--- config.mk ---
export PLATFORM = sky130hd
export DESIGN_NAME = hhmm_display_mux
export DESIGN_NICKNAME = d
export VERILOG_FILES = /design/src/rtl/hhmm_display_mux.sv
export SDC_FILE = /design/constraint.sdc
export NUM_CORES = 1
export LEC_CHECK = 0
export CAP_MARGIN = 30
export CORE_MARGIN = 5
export CORE_UTILIZATION = 35
export DETAILED_ROUTE_END_ITERATION = 10
export HOLD_SLACK_MARGIN = 0.08
export MAX_ROUTING_LAYER = met4
export PLACE_DENSITY = 0.67
export SLEW_MARGIN = 20
export SYNTH_ARGS = -nofsm -noshare
export SYNTH_HDL_FRONTEND = slang
export SYNTH_SLANG_ARGS = --single-unit
--- constraint.sdc ---
create_clock -name clk -period 4.05 [get_ports clk]
set_input_delay 0.81 -clock clk [delete_from_list [all_inputs] [get_ports clk]]
set_output_delay 0.81 -clock clk [all_outputs]
set_load 0.01 [all_outputs]
--- src/rtl/hhmm_display_mux.sv ---
// hhmm_display_mux: drives a 4-digit common-anode 7-segment panel from a BCD HH:MM bus.
// Time-multiplexes the digits with a blank guard cycle at the start of each slot.
// Takes one time snapshot per scan frame, so a frame never mixes two times.
// Adds optional blanking of a leading zero in tens-of-hours and a blinking colon.
// All outputs are registered. There is no combinational path from any input to any output.
module hhmm_display_mux #(
  parameter int SCAN_DIV     = 4,
  parameter int COLON_FRAMES = 2
) (
  input  logic            clk,
  input  logic            rstn,
  input  logic [3:0][3:0] d,
  input  logic            blank_lz,
  input  logic            colon_en,
  output logic [3:0]      an,
  output logic [6:0]      seg,
  output logic            dp
);

  localparam int CW = (SCAN_DIV > 1) ? $clog2(SCAN_DIV) : 1;
  localparam int FW = (COLON_FRAMES > 1) ? $clog2(COLON_FRAMES) : 1;
  localparam logic [CW-1:0] CNT_MAX = CW'(SCAN_DIV - 1);
  localparam logic [FW-1:0] FC_MAX  = FW'(COLON_FRAMES - 1);

  // Active-low segment pattern {g,f,e,d,c,b,a}; any non-BCD code shows a dash.
  function automatic logic [6:0] bcd_to_seg(input logic [3:0] v);
    logic [6:0] s;
    case (v)
      4'd0:    s = 7'h40;
      4'd1:    s = 7'h79;
      4'd2:    s = 7'h24;
      4'd3:    s = 7'h30;
      4'd4:    s = 7'h19;
      4'd5:    s = 7'h12;
      4'd6:    s = 7'h02;
      4'd7:    s = 7'h78;
      4'd8:    s = 7'h00;
      4'd9:    s = 7'h10;
      default: s = 7'h3F;
    endcase
    return s;
  endfunction

  logic [CW-1:0]    cnt_r;
  logic [1:0]       idx_r;
  logic [3:0][3:0]  d_snap_r;
  logic [FW-1:0]    fc_r;
  logic             phase_r;

  logic             tick_s;
  logic             frame_end_s;
  logic [CW-1:0]    cnt_nxt_s;
  logic [1:0]       idx_nxt_s;
  logic [FW-1:0]    fc_nxt_s;
  logic             phase_nxt_s;
  logic             slot_active_s;
  logic             blanked_s;
  logic [3:0]       an_nxt_s;
  logic [6:0]       seg_nxt_s;
  logic             dp_nxt_s;

  // Scan counters, frame-end strobe and colon phase next-state.
  always_comb begin
    tick_s      = (cnt_r == CNT_MAX);
    frame_end_s = tick_s && (idx_r == 2'd3);
    cnt_nxt_s   = cnt_r;
    idx_nxt_s   = idx_r;
    fc_nxt_s    = fc_r;
    phase_nxt_s = phase_r;
    if (tick_s) begin
      cnt_nxt_s = {CW{1'b0}};
      idx_nxt_s = idx_r + 2'd1;
    end else begin
      cnt_nxt_s = cnt_r + CW'(1);
    end
    if (frame_end_s) begin
      if (fc_r == FC_MAX) begin
        fc_nxt_s    = {FW{1'b0}};
        phase_nxt_s = ~phase_r;
      end else begin
        fc_nxt_s = fc_r + FW'(1);
      end
    end else begin
      fc_nxt_s = fc_r;
    end
  end

  // Next panel drive. The first cycle of every slot keeps all anodes off.
  always_comb begin
    slot_active_s = (cnt_r != {CW{1'b0}});
    blanked_s     = (idx_r == 2'd3) && blank_lz && (d_snap_r[3] == 4'd0);
    an_nxt_s      = 4'b1111;
    if (slot_active_s && !blanked_s) begin
      an_nxt_s[idx_r] = 1'b0;
    end else begin
      an_nxt_s = 4'b1111;
    end
    seg_nxt_s = bcd_to_seg(d_snap_r[idx_r]);
    dp_nxt_s  = ~(slot_active_s && (idx_r == 2'd2) && colon_en && phase_r);
  end

  // Scan state, snapshot and colon phase registers.
  always_ff @(posedge clk or negedge rstn) begin
    if (!rstn) begin
      cnt_r    <= {CW{1'b0}};
      idx_r    <= 2'd0;
      d_snap_r <= 16'h0000;
      fc_r     <= {FW{1'b0}};
      phase_r  <= 1'b0;
    end else begin
      cnt_r   <= cnt_nxt_s;
      idx_r   <= idx_nxt_s;
      fc_r    <= fc_nxt_s;
      phase_r <= phase_nxt_s;
      if (frame_end_s) begin
        d_snap_r <= d;
      end
    end
  end

  // Output registers, one clock behind the state that selects them.
  always_ff @(posedge clk or negedge rstn) begin
    if (!rstn) begin
      an  <= 4'b1111;
      seg <= 7'h7F;
      dp  <= 1'b1;
    end else begin
      an  <= an_nxt_s;
      seg <= seg_nxt_s;
      dp  <= dp_nxt_s;
    end
  end

endmodule

After elaboration in Yosys (flattened, before gate mapping)
Memory sizes are Yosys's and may differ from the RTL's. A register that Yosys moved wholly into a read port is not among the register bits.
Index checks and enable logic that the tools add are counted.
{"block": "word_totals", "out_inout_bits": 12, "in_bits": 20, "romBits": 112, "memories": 1, "elab_cells": 42, "regBits": 27}
{"block": "classes", "bitwise": 3, "n_reduce_logical": 13, "eq_ne": 3, "add_sub_neg": 3, "magnitude_cmp": 2, "mux": 7}
{"memory": "(no name shown)", "depth": 16, "width": 7, "read_ports": 1, "rd_ports_with_merged_regs": 1, "write_ports": 0, "line": "28", "text": "case (v)"}
{"operator": "4-bit binary-select mux with 2-bit select", "count": 1}
{"operator": "1-bit logical AND", "count": 8}
{"operator": "4-bit 2-to-1 mux", "count": 2}
{"operator": "2-bit == test (second input constant)", "count": 3}
{"operator": "2-bit by 1-bit adder with 2-bit output (second input constant)", "count": 2}
{"operator": "4-bit logical NOT", "count": 1}
{"operator": "4-bit inverter", "count": 1}
{"operator": "2-bit by 3-bit less-than comparator with 1-bit output (second input constant)", "count": 1}
{"operator": "1-bit demux with 2-bit select", "count": 1}
{"operator": "2-bit by 1-bit greater-or-equal comparator with 1-bit output (second input constant)", "count": 1}
{"operator": "1-bit logical NOT", "count": 2}
{"operator": "1-bit 2-to-1 mux", "count": 2}
{"operator": "2-bit 2-to-1 mux", "count": 1}
{"operator": "1-bit inverter", "count": 2}
{"operator": "2-bit AND reduction", "count": 1}
{"operator": "2-bit nonzero test", "count": 1}
{"operator": "1-bit adder (second input constant)", "count": 1}

Logic depth before layout (Yosys ltp)
{"block": "logic_depth", "word_depth": 6, "depth_mapped": 7, "depth_no_buf": 6}

Worst setup path after synthesis
Ideal clock, no wire load.
{"block": "synth_path", "path_type": "register to register", "from": "register idx_r[0]", "to": "register seg[3]", "path_slack_ps": 2121, "n_path_buf": 1, "synth_period_minus_slack_ps": 1929, "t_required_ps": 3977, "setup_ps": 73, "arrival_time_ps": 1856, "stages_incl_launch_ff": 7, "path_cell_list": "dfrtp_1 > buf_6 > mux4_1 > inv_1 > ha_1 > or2b_1 > a21oi_1"}
{"block": "synth_via", "elab_chain_cells": 2}
{"element": "start, declared", "line": "45", "text": "logic [1:0] idx_r;"}
{"element": "start signal, assigned", "line": "112", "text": "idx_r <= idx_nxt_s;"}
{"element": "4-bit binary-select mux with 2-bit select", "line": "98", "text": "seg_nxt_s = bcd_to_seg(d_snap_r[idx_r]);"}
{"element": "4-bit 2-to-1 mux (not written as such)", "line": "98"}
{"element": "end, declared", "line": "16", "text": "output logic [6:0] seg,"}
Every way passes these cells. The select of a mux whose other input is x is not followed.
A chain may end at the register's enable or synchronous reset.

Worst setup path after layout
{"block": "layout_path", "from": "register dp", "to": "output port dp"}
{"element": "start, declared", "line": "17", "text": "output logic dp"}
{"element": "start signal, assigned", "line": "130", "text": "dp <= dp_nxt_s;"}
No word-level cell between the ends.

==> run metrics <==
CP bufs+invs=1; chain of cells forming the critical path=clkdlybuf4s50_1; Starting Density=36.3%; clock root buffer=sky130_fd_sc_hd__clkbuf_8; Vias per Instance=4.73; peak ir drop on the vdd network=0.210 mV; worst-path fanout max=1; hold path startpoint=phase_r; number of vias in the routed layout=979; initial antenna violation count=0; std cell rows=24; count of distinct cell types in the synthesized netlist=28; worst-case hold slack=0.456 ns; count of input and output buffers=31; power density over the cells=334 nW/um^2; Routed WL=2880 um; relative slew slack=52.1%; routability-driven placement congestion ratio=0.745; area enclosed by the die boundary=6040 um^2; kind of cell with the highest combined delay on the critical path=buffers and inverters; fraction of the yosys area taken by sequential cells=54.0%; detail-routed net length per standard cell=13.9 um; max-capacitance violation count=0; nets@finish=187; CTS tree=yes; critical path class=flop to primary output; Post-CTS Hold Buffers=0; number of top-level design ports=32; number of post-CTS setup repair buffers=0; CP max stage delay=0.54 ns; Die Width=77.7 um; latest clock arrival within the worst-skew pair=0.28 ns; status=finished clean; fraction of the cycle the final worst path needs=53.3%; share of Yosys cell area claimed by the top area cell type=34.3%; largest net degree at the start of global routing=18; number of global-route vias before repair=1,140; Final ANT Viol Nets=0; crit path launch=dp; Yosys reg bits=34; final period demand of the worst path=2.16 ns; fraction of layout instances using a drive strength above 1=30.3%; arrival time of data at the critical path endpoint=1.35 ns; # setup viols final=0; detailed-routing iteration count for the pre-antenna-repair pass=4; Mapped Cells=116; largest buffer count on any clock path=2; Worst EP required=3.24 ns; sort of element at the end of the critical path=primary output; clock sink count=34; Final Hold Fails=0; post-synthesis average cell area=13.8 um^2; global-route wire length before repair=5100 um; final max-slew violation count=0; transition at the pin with the smallest max-transition slack=0.717 ns; Post-Syn Area=1600 um^2; Crit Reg-Reg Startpoint=idx_r[0]; H-Tree Level Count=2; number of DRC markers in iteration 0=36; count of instances resized after the clock tree is built=0; register clock-pin slew on the reported worst setup and hold paths=0.07 ns; Setup TNS Final=0 ns; GRT overflow=0; achievable clock frequency=463 MHz; count of yosys warnings during synthesis=0; unrepaired setup endpoints after global routing=no; cell type with the largest total area after synthesis=sky130_fd_sc_hd__dfrtp_1; Setup crit start kind=flop; Clock Skew=0.0121 ns; DRC viols=0; Core Box Area=4410 um^2; HP Class=flop to flop; syn nets=149; n_diodes=0; leakage power=0.887 nW; sum of net half-perimeters after detailed placement=2360 um; top cells by area in the synthesized netlist=sky130_fd_sc_hd__dfrtp_1 34%, sky130_fd_sc_hd__dfstp_2 20%, sky130_fd_sc_hd__mux2_2 11%; Die Y-Extent=77.7 um; total track usage=10.8%; number of buffers inserted during clock tree synthesis=5; critical-path cell with the highest stage delay=sky130_fd_sc_hd__clkdlybuf4s50_1; Layout area overhead=29.3%
[routing by layer]
metal | vias up | part of all wire (%) | track usage (%) | routed length, um
li1 | 466 | - | - | -
met1 | 481 | 42 | 12.2 | 1210
met2 | 28 | 51 | 17.6 | 1460
met3 | 4 | 6.4 | 4.05 | 183
met4 | 0 | 0.94 | 3.44 | 27
met5 | - | 0 | - | 0
[cell families (layout without fill, tap and decap cells)]
group                      Yosys count  after routing  share of synthesized area, %
DFF                                 34             34                          54.0
muxes                               20             20                          17.1
adders and majority gates           13             13                          10.1
and+or+nand+nor                     21             21                          7.96
xor gates and xnor gates             3              3                          1.64
AOI/OAI and AO/OA                   12             12                          5.15
buffers and inverters               13             52                          4.06
[per-stage QoR]
step / cell area [um^2] / util [%] / total power, mW / instances / setup slack, ns
after floorplan: 1600 / - / 0.401 / 116 / 2.12
after global placement: 1970 / 44.6 / 0.442 / 198 / 1.84
after detailed placement: 1980 / 44.8 / 0.447 / 199 / 1.92
after CTS: 2070 / 47.0 / 0.703 / 207 / 1.87
after global routing: 2070 / 47.0 / 0.727 / 207 / 1.76
final: 2070 / 47.0 / 0.692 / 207 / 1.89
[worst paths after layout]
check                           endpoint  slack (ns)  cells after the start
worst min-delay path                  dp        0.46                      1
worst min register to register        dp        0.46                      1
worst max register to register    seg[3]        1.91                      5
worst max-delay path                  dp        1.89                      1
max in group asynchronous         seg[4]        2.51                      2
min in group asynchronous        phase_r        0.91                      1
[where the power goes]
| group | internal [mW] | switching (mW) | total, mW |
|---|---|---|---|
| Combinational | 0.0447 | 0.0293 | 0.0741 |
| Clock | 0.136 | 0.117 | 0.253 |
| Sequential | 0.358 | 0.00674 | 0.365 |
| Total | 0.539 | 0.153 | 0.692 |
[Yosys cell counts]
master,instances
sky130_fd_sc_hd__o21ba_1,1
sky130_fd_sc_hd__nand2_1,7
sky130_fd_sc_hd__xor2_1,1
sky130_fd_sc_hd__mux2_2,16
sky130_fd_sc_hd__buf_6,2
sky130_fd_sc_hd__dfrtp_1,22
sky130_fd_sc_hd__buf_2,1
sky130_fd_sc_hd__a21bo_2,1
sky130_fd_sc_hd__mux4_1,1
sky130_fd_sc_hd__nor2_1,3
sky130_fd_sc_hd__or2b_1,1
sky130_fd_sc_hd__or2_2,1
sky130_fd_sc_hd__nand3_1,2
sky130_fd_sc_hd__ha_1,13
sky130_fd_sc_hd__xnor2_1,2
sky130_fd_sc_hd__a32oi_1,1
sky130_fd_sc_hd__nor4b_1,1
sky130_fd_sc_hd__dfstp_2,12
sky130_fd_sc_hd__nand2b_1,2
sky130_fd_sc_hd__mux4_2,3
sky130_fd_sc_hd__o21ai_0,1
sky130_fd_sc_hd__a211oi_2,1
sky130_fd_sc_hd__inv_1,10
sky130_fd_sc_hd__nor3b_4,1
sky130_fd_sc_hd__a31oi_1,1
sky130_fd_sc_hd__nor2b_4,1
sky130_fd_sc_hd__a21oi_1,6
sky130_fd_sc_hd__nor2b_1,2
[layout by cell type, fill, tap and decap left out, drive strengths merged]
master	synthesis	final
nor2b	3	3
mux4	4	4
a211oi	1	1
nor2	3	3
clkinv	0	1
nand2	7	7
nor4b	1	1
nor3b	1	1
clkinvlp	0	1
o21ba	1	1
or2b	1	1
nand3	2	2
xnor2	2	2
a32oi	1	1
dfstp	12	12
dfrtp	22	22
ha	13	13
o21ai	1	1
a31oi	1	1
xor2	1	1
clkbuf	0	6
nand2b	2	2
clkdlybuf4s50	0	31
a21bo	1	1
inv	10	10
a21oi	6	6
buf	3	3
or2	1	1
mux2	16	16
[flip-flops by register name (all words and copies together) (netlist names)]
name / count
dp: 1
idx_r: 2
fc_r: 1
an: 4
phase_r: 1
d_snap_r: 16
seg: 7
cnt_r: 2
[cell type report]
class | instances | area (um^2)
inverters | 10 | 37.5
clock buffers | 6 | 82.6
multi-input cells | 69 | 673
repair buffers | 34 | 337
well taps | 52 | 65.1
flip-flops and latches | 34 | 866
fillers | 378 | 2340
clock inverters | 2 | 12.5
No activity file was read; power rests on OpenSTA's default activity.
